===== config.mk =====
export PLATFORM = sky130hd
export DESIGN_NAME = wb_regfile_flat
export DESIGN_NICKNAME = d
export VERILOG_FILES = /design/src/rtl/wb_regfile_pkg.sv /design/src/rtl/wb_regfile_if.sv /design/src/rtl/wb_regfile_core.sv /design/src/rtl/wb_regfile.sv /design/src/flat_wrapper.sv
export SDC_FILE = /design/constraint.sdc
export NUM_CORES = 2
export LEC_CHECK = 0
export CAP_MARGIN = 20
export CORE_AREA = 2 2 336 587
export CTS_CLUSTER_SIZE = 10
export DETAILED_ROUTE_END_ITERATION = 12
export DIE_AREA = 0 0 338 589
export GPL_TIMING_DRIVEN = 0
export HOLD_SLACK_MARGIN = 0.02
export PLACE_DENSITY = 0.44
export REMOVE_ABC_BUFFERS = 1
export SYNTH_ARGS = -nofsm -noshare
export SYNTH_HDL_FRONTEND = slang
export SYNTH_HIERARCHICAL = 1
export SYNTH_SLANG_ARGS = --single-unit

===== constraint.sdc =====
create_clock -name clk -period 15.2 [get_ports clk]
set_clock_uncertainty 0.2 [all_clocks]
set_input_delay 4.56 -clock clk [delete_from_list [all_inputs] [get_ports clk]]
set_output_delay 4.56 -clock clk [all_outputs]
set_load 0.05 [all_outputs]

===== src/rtl/wb_regfile_pkg.sv =====
// wb_regfile_pkg: shared MIPS datapath constants, types and the writeback select helper
package wb_regfile_pkg;
  localparam int DATA_W = 32;
  localparam int REG_ADDR_W = 5;
  localparam int NUM_REGS = 32;
  typedef logic [DATA_W-1:0] dataT;
  typedef logic [REG_ADDR_W-1:0] regAddrT;
  function automatic dataT wbSel(input logic memtoReg, input dataT memData, input dataT aluData);
    return memtoReg ? memData : aluData;
  endfunction
endpackage


===== src/rtl/wb_regfile_if.sv =====
// wb_regfile_if: writeback/read bus between the pipeline (master) and the register file (slave)
//   writeback in : MemDataIn, ALUDataIn, WriteBackRegIn, RegWriteIn, MemtoRegIn
//   read in/out  : ReadReg1, ReadReg2 -> ReadData1, ReadData2
//   status out   : WriteDataOut (forwarding value), RetireCount
interface wb_regfile_if;
  import wb_regfile_pkg::*;
  dataT MemDataIn;
  dataT ALUDataIn;
  regAddrT WriteBackRegIn;
  logic RegWriteIn;
  logic MemtoRegIn;
  regAddrT ReadReg1;
  regAddrT ReadReg2;
  dataT ReadData1;
  dataT ReadData2;
  dataT WriteDataOut;
  dataT RetireCount;
  modport master(
    output MemDataIn, ALUDataIn, WriteBackRegIn, RegWriteIn, MemtoRegIn, ReadReg1, ReadReg2,
    input ReadData1, ReadData2, WriteDataOut, RetireCount
  );
  modport slave(
    input MemDataIn, ALUDataIn, WriteBackRegIn, RegWriteIn, MemtoRegIn, ReadReg1, ReadReg2,
    output ReadData1, ReadData2, WriteDataOut, RetireCount
  );
endinterface


===== src/rtl/wb_regfile_core.sv =====
// regfile_core: 32x32 register storage with two combinational read ports, reg 0 hardwired to zero
//   clk, rst_n        : clock, synchronous active-low reset
//   we, wAddr, wData  : write port, takes effect on the rising edge
//   rAddrN -> rDataN  : combinational read ports
//   WB_BYPASS_EN      : when defined, a read of the register being written returns wData
module regfile_core
  import wb_regfile_pkg::*;
(
  input  logic    clk,
  input  logic    rst_n,
  input  logic    we,
  input  regAddrT wAddr,
  input  dataT    wData,
  input  regAddrT rAddr1,
  input  regAddrT rAddr2,
  output dataT    rData1,
  output dataT    rData2
);
  dataT regs [NUM_REGS];
  logic byp1;
  logic byp2;
  always_ff @(posedge clk)
    if (!rst_n) for (int i = 0; i < NUM_REGS; i++) regs[i] <= '0;
    else if (we && wAddr != '0) regs[wAddr] <= wData;
`ifdef WB_BYPASS_EN
  assign byp1 = we && rst_n && rAddr1 == wAddr;
  assign byp2 = we && rst_n && rAddr2 == wAddr;
`else
  assign byp1 = 1'b0;
  assign byp2 = 1'b0;
`endif
  // address 0 is masked first, so a pending write to reg 0 never bypasses
  always_comb begin
    rData1 = rAddr1 == '0 ? '0 : byp1 ? wData : regs[rAddr1];
    rData2 = rAddr2 == '0 ? '0 : byp2 ? wData : regs[rAddr2];
  end
endmodule


===== src/rtl/wb_regfile.sv =====
// wb_regfile: MIPS writeback stage: writeback mux, register file and retired-write counter
//   clk, rst_n : clock, synchronous active-low reset
//   bus        : wb_regfile_if.slave carrying writeback inputs, read ports, WriteDataOut, RetireCount
//   WB_BYPASS_EN (macro) enables same-cycle write-through on the read ports
module wb_regfile
  import wb_regfile_pkg::*;
(
  input logic        clk,
  input logic        rst_n,
  wb_regfile_if.slave bus
);
  dataT retireCount;
  assign bus.WriteDataOut = wbSel(bus.MemtoRegIn, bus.MemDataIn, bus.ALUDataIn);
  assign bus.RetireCount = retireCount;
  always_ff @(posedge clk)
    if (!rst_n) retireCount <= '0;
    else if (bus.RegWriteIn) retireCount <= retireCount + 32'd1;
  regfile_core uCore (
    .clk    (clk),
    .rst_n  (rst_n),
    .we     (bus.RegWriteIn),
    .wAddr  (bus.WriteBackRegIn),
    .wData  (bus.WriteDataOut),
    .rAddr1 (bus.ReadReg1),
    .rAddr2 (bus.ReadReg2),
    .rData1 (bus.ReadData1),
    .rData2 (bus.ReadData2)
  );
endmodule


===== src/flat_wrapper.sv =====
// flat-port wrapper written by rule: the top's interface ports become plain ports
module wb_regfile_flat import wb_regfile_pkg::*;
  (clk, rst_n, bus_MemDataIn, bus_ALUDataIn, bus_WriteBackRegIn, bus_RegWriteIn, bus_MemtoRegIn, bus_ReadReg1, bus_ReadReg2, bus_ReadData1, bus_ReadData2, bus_WriteDataOut, bus_RetireCount);
  wb_regfile_if bus_i ();
  input logic clk;
  input logic rst_n;
  input wire logic [$bits(bus_i.MemDataIn)-1:0] bus_MemDataIn;
  input wire logic [$bits(bus_i.ALUDataIn)-1:0] bus_ALUDataIn;
  input wire logic [$bits(bus_i.WriteBackRegIn)-1:0] bus_WriteBackRegIn;
  input wire logic [$bits(bus_i.RegWriteIn)-1:0] bus_RegWriteIn;
  input wire logic [$bits(bus_i.MemtoRegIn)-1:0] bus_MemtoRegIn;
  input wire logic [$bits(bus_i.ReadReg1)-1:0] bus_ReadReg1;
  input wire logic [$bits(bus_i.ReadReg2)-1:0] bus_ReadReg2;
  output wire logic [$bits(bus_i.ReadData1)-1:0] bus_ReadData1;
  output wire logic [$bits(bus_i.ReadData2)-1:0] bus_ReadData2;
  output wire logic [$bits(bus_i.WriteDataOut)-1:0] bus_WriteDataOut;
  output wire logic [$bits(bus_i.RetireCount)-1:0] bus_RetireCount;
  assign bus_i.MemDataIn = bus_MemDataIn;
  assign bus_i.ALUDataIn = bus_ALUDataIn;
  assign bus_i.WriteBackRegIn = bus_WriteBackRegIn;
  assign bus_i.RegWriteIn = bus_RegWriteIn;
  assign bus_i.MemtoRegIn = bus_MemtoRegIn;
  assign bus_i.ReadReg1 = bus_ReadReg1;
  assign bus_i.ReadReg2 = bus_ReadReg2;
  assign bus_ReadData1 = bus_i.ReadData1;
  assign bus_ReadData2 = bus_i.ReadData2;
  assign bus_WriteDataOut = bus_i.WriteDataOut;
  assign bus_RetireCount = bus_i.RetireCount;
  wb_regfile u_core (.clk(clk), .rst_n(rst_n), .bus(bus_i));
endmodule

After elaboration in Yosys (flattened, before gate mapping):

Memory sizes are Yosys's and may differ from the RTL's.
Cells that the tools add are included.

* register bits after elaboration: 32
* RAM bits: 1024
* input port bits: 83
* output and inout port bits: 128
* memories kept: 1

Memories
* u_core.uCore.regs: words 32, bits a word 32, read ports 2, clocked after memory_dff 0, wr ports 32, RTL line wb_regfile_core.sv:19 `dataT regs [NUM_REGS];`

* $add $sub $neg: 1
* muxes and demuxes: 10
* reduce and logical (&&, ||, !) cells: 5

Operators with widths (number)
* $mux 32: 4
* $add 32x1->32 const B: 1
* $reduce_or 32->1: 1
* $logic_not 5->1: 2
* $mux 1: 5
* $mux 5: 1
* $reduce_bool 5->1: 1
* $logic_and 1x1->1: 1

Logic depth before layout (Yosys ltp):

* depth in word-level cells: 7
* depth in mapped cells: 9

Hierarchy:

The synthesis kept the hierarchy.

By module, submodules not included
* regfile_core: instances 1, cells an instance 3507, area each 54215.7 um2
* wb_regfile: instances 1, cells an instance 214, area each 1888.1 um2

Worst setup path before layout:

OpenSTA, ideal clock, no wires.

* path type: input to output
* start point: input bus_ReadReg1[0]
* end point: output bus_ReadData1[30]
* arrival time: 7.883 ns
* data required time: 10.440 ns
* slack: 2.557 ns
* stages on the path: 6
* path buffers: 3
* cell sequence: clkbuf_2 -> buf_6 -> buf_4 -> mux4_2 -> mux2i_1 -> a2111oi_0

* cells in the longest elaborated chain, start to end: 2
* elaborated cells on any way between the ends: 3
* classes of those cells: mux: 1; reduce/logical: 1; memory: 1

RTL lines
* start, declared: RTL line flat_wrapper.sv:12 `input wire logic [$bits(bus_i.ReadReg1)-1:0] bus_ReadReg1;`
* $mem_v2 32x32 / $logic_not 5->1 (equally long branches)
* $mux 32 (*): RTL line wb_regfile_core.sv:34 `rData1 = rAddr1 == '0 ? '0 : byp1 ? wData : regs[rAddr1];`
* end, declared: RTL line flat_wrapper.sv:14 `output wire logic [$bits(bus_i.ReadData1)-1:0] bus_ReadData1;`

Mark *: on every way between the ends. The rest lies on a longest branch, timed or not.

Worst setup path after layout:

* start point: input bus_ReadReg1[0]
* end point: output bus_ReadData1[1]

The elaborated chain is that of the path after synthesis.

==> impl_metrics.toml <==
[clock_tree]
cts_sinks = 1056
post-cts-setup-buffers = 0
cts_tree = "done"
cts.hold.buffers_added = 0
cts_buffer_depth = 3
clk_pin_slew_ps = 60
ctsHtreeMaxLevel = 3
cts_root_buf = "clkbuf_16"
cts_buffers = 117
clkLatencyLatePin_ps = 730
ctsResizeCount = 0

[logic_synthesis]
synth_edf_count = 1024
synth_xor_xnor_area_share_pct = 0.140
yosys-top-cells-area = "edfxtp_1 55%, mux4_2 19%, and2_1 11%, mux2i_1 2.7%, clkbuf_1 1.8%"
synth_seq_cells = 1056
synth_cell_type_count = 54
synth_seq_area_share_pct = 56.0
muxShareOfSynthArea_pct = 22.9
synthCells = 3721
ys_async_sr_fraction_pct = 0
synth_top_area_share_pct = 54.8
synth_compound_gate_area_share_pct = 4.19
synth-simple-area-share_pct = 13.4
synth.avg_cell_area_sq_um = 15.1
synth_top_area_cell = "edfxtp_1"
synth_flop_cell = "edfxtp_1"
synth_top_family_by_area = "multiplexers"
syn-cell-area_sq_mm = 0.0561
synth_fa_ha_area_share_pct = 0.0223
yosys_warnings = 6

[worst_setup_path]
cp.required_ps = 10440
cp_max_fo = 67
cp-start-kind = "input pin"
endpoint_kind = "output port"
crit_arrival_ps = 9490
worstSetupPathType = "in -> out"

[finish]
fin_util_pct = 34.2
stdcell_area_sq_mm = 0.0664
drive_gt1_share_pct = 23.1
multiInputGateArea_sq_mm = 0.0236
mostFrequentLayoutCells = "1,024 x edfxtp_1, 995 x and2_1, 472 x mux4_2"
layout_commonest_cell = "edfxtp_1"
syn_to_final_growth_pct = 18.3
seq_area_sq_mm = 0.0314
n_fill_cell = 18400
nNetsFinal = 3902

[hold_path]
holdCritPathClass = "reg -> reg"

[sta]
rsz0062_at_grt = "no"
max-slew-margin-rel_pct = 5.20
fin_crit_ps = 14250
setup_viol = 0
slew_violations = 0
hold_violations = 0
setup_slack_ps = 954
post-route-period-util_pct = 93.7
tightest_slew_ps = 1390
setup_tns_ps = 0
clock.fmax_mhz = 70.2

[power]
total_power_uw = 7060
p_leak_uw = 0.0219
power_density_mw_per_mm2 = 106
ir_worst_vdd_mv = 0.0962

[placement]
port_buffers = 210
gp_congestion = 0.754
post_dp_cell_area_sq_mm = 0.0632
pre_cts_ws_ps = 787
place_hpwl_mm = 134

[global_routing]
antenna_found_initial = 10
grt_max_degree = 84
grtUsageTotal_pct = 21.1
grt_pass1_wl_mm = 292
grt_pass1_vias = 36300
gr-total-overflow = 0

[routing]
drc = 0
drt_iter0_drc = 2884
ant_nets = 0
route.vias.total = 34600
firstDrtPassIters = 5
vias_per_cell = 5.37
wire_per_inst_um = 32.8
finalWirelength_mm = 211

[die]
start_util_pct = 28.9
chipWidth_um = 338
fp-row-count = 214
io-pin-count = 211
die-area_sq_mm = 0.199
core_area_sq_mm = 0.194
die_y_um = 589

[status]
status = "complete, no violations"

[run]
drv_cap = 0
==> Yosys cell counts, types with 10 or more instances <==
library cell  instances
nor2_1               47
clkbuf_1            270
mux2i_1             153
nand3_1              15
a2111oi_0            23
a21oi_1              31
a22o_1               51
buf_4                41
nor3_1               56
and2_1              996
nand2_1              22
mux4_2              472
dfxtp_1              32
buf_6                22
o31ai_1              11
or4_1                14
or3_1                12
edfxtp_1           1024
o22ai_1             103
a22oi_1              16
nor2b_1              14
mux2_2               62
a2111oi_1            32
buf_2                41
o21ai_0              43
buf_1                26
nand4_1              10
==> state kept, by name (all words and copies together) (netlist names) <==
register	cells
u_core/bus.RetireCount	32
u_core/uCore/regs	1024
==> cell type report <==
class,instances,area share [%]
diodes,9,0.0339
flip-flops and latches,1056,47.3
well taps,2592,4.89
inverters,9,0.0509
clock buffers,135,4.54
repair buffers,348,7.54
clock inverters,10,0.179
multi-input cells,2286,35.5
==> logic make-up (layout without fill, tap and decap cells) <==
| logic type | count (synthesis) | in the layout |
|---|---|---|
| fa+ha+maj | 1 | 1 |
| xor+xnor | 9 | 9 |
| buf+inv | 410 | 502 |
| other cells | 1 | 41 |
| flops | 1056 | 1056 |
| compound gates | 329 | 329 |
| simple gates | 1228 | 1228 |
| mux | 687 | 687 |
==> stage by stage <==
stage,std cells,hold slack (ps)
2_1_floorplan,3351,475
3_3_place_gp,6153,265
3_5_place_dp,6290,270
4_1_cts,6435,286
5_1_grt,6437,316
6_report,6445,280
==> critical path, cell delays in order <==
cell and delay [ps]:
buf_8 520, buf_16 440, buf_16 370, buf_16 410
mux4_2 580, a22o_1 250, a2111oi_0 960, nor3_1 210
clkdlybuf4s50_1 770
==> final timing paths <==
check                                          startpoint                                 endpoint  slack, ps  depth (start not counted)
setup reg to reg   u_core/bus.RetireCount[0]$_SDFFE_PN0P_  u_core/bus.RetireCount[28]$_SDFFE_PN0P_      12550                          5
setup / recovery                          bus_ReadReg1[0]                         bus_ReadData1[1]        950                          9
hold reg to reg   u_core/bus.RetireCount[31]$_SDFFE_PN0P_  u_core/bus.RetireCount[31]$_SDFFE_PN0P_        280                          2
hold / removal    u_core/bus.RetireCount[31]$_SDFFE_PN0P_  u_core/bus.RetireCount[31]$_SDFFE_PN0P_        280                          2
==> routing by layer <==
layer / GRT usage [%] / vias up / wire length (um)
met5: 0 / - / 41
met4: 7.41 / 6 / 7410
met3: 2.48 / 364 / 10400
met2: 38.2 / 1185 / 111000
met1: 25.6 / 18500 / 82500
li1: - / 14500 / -
==> report_power, final <==
group	total, uW	leakage, uW	switching (uW)	internal, uW
sequential	3430	0.0100	81.1	3350
combinational	1070	0.0104	645	430
clock	2550	0.00153	1170	1380
(Power assumes the default switching activity.)
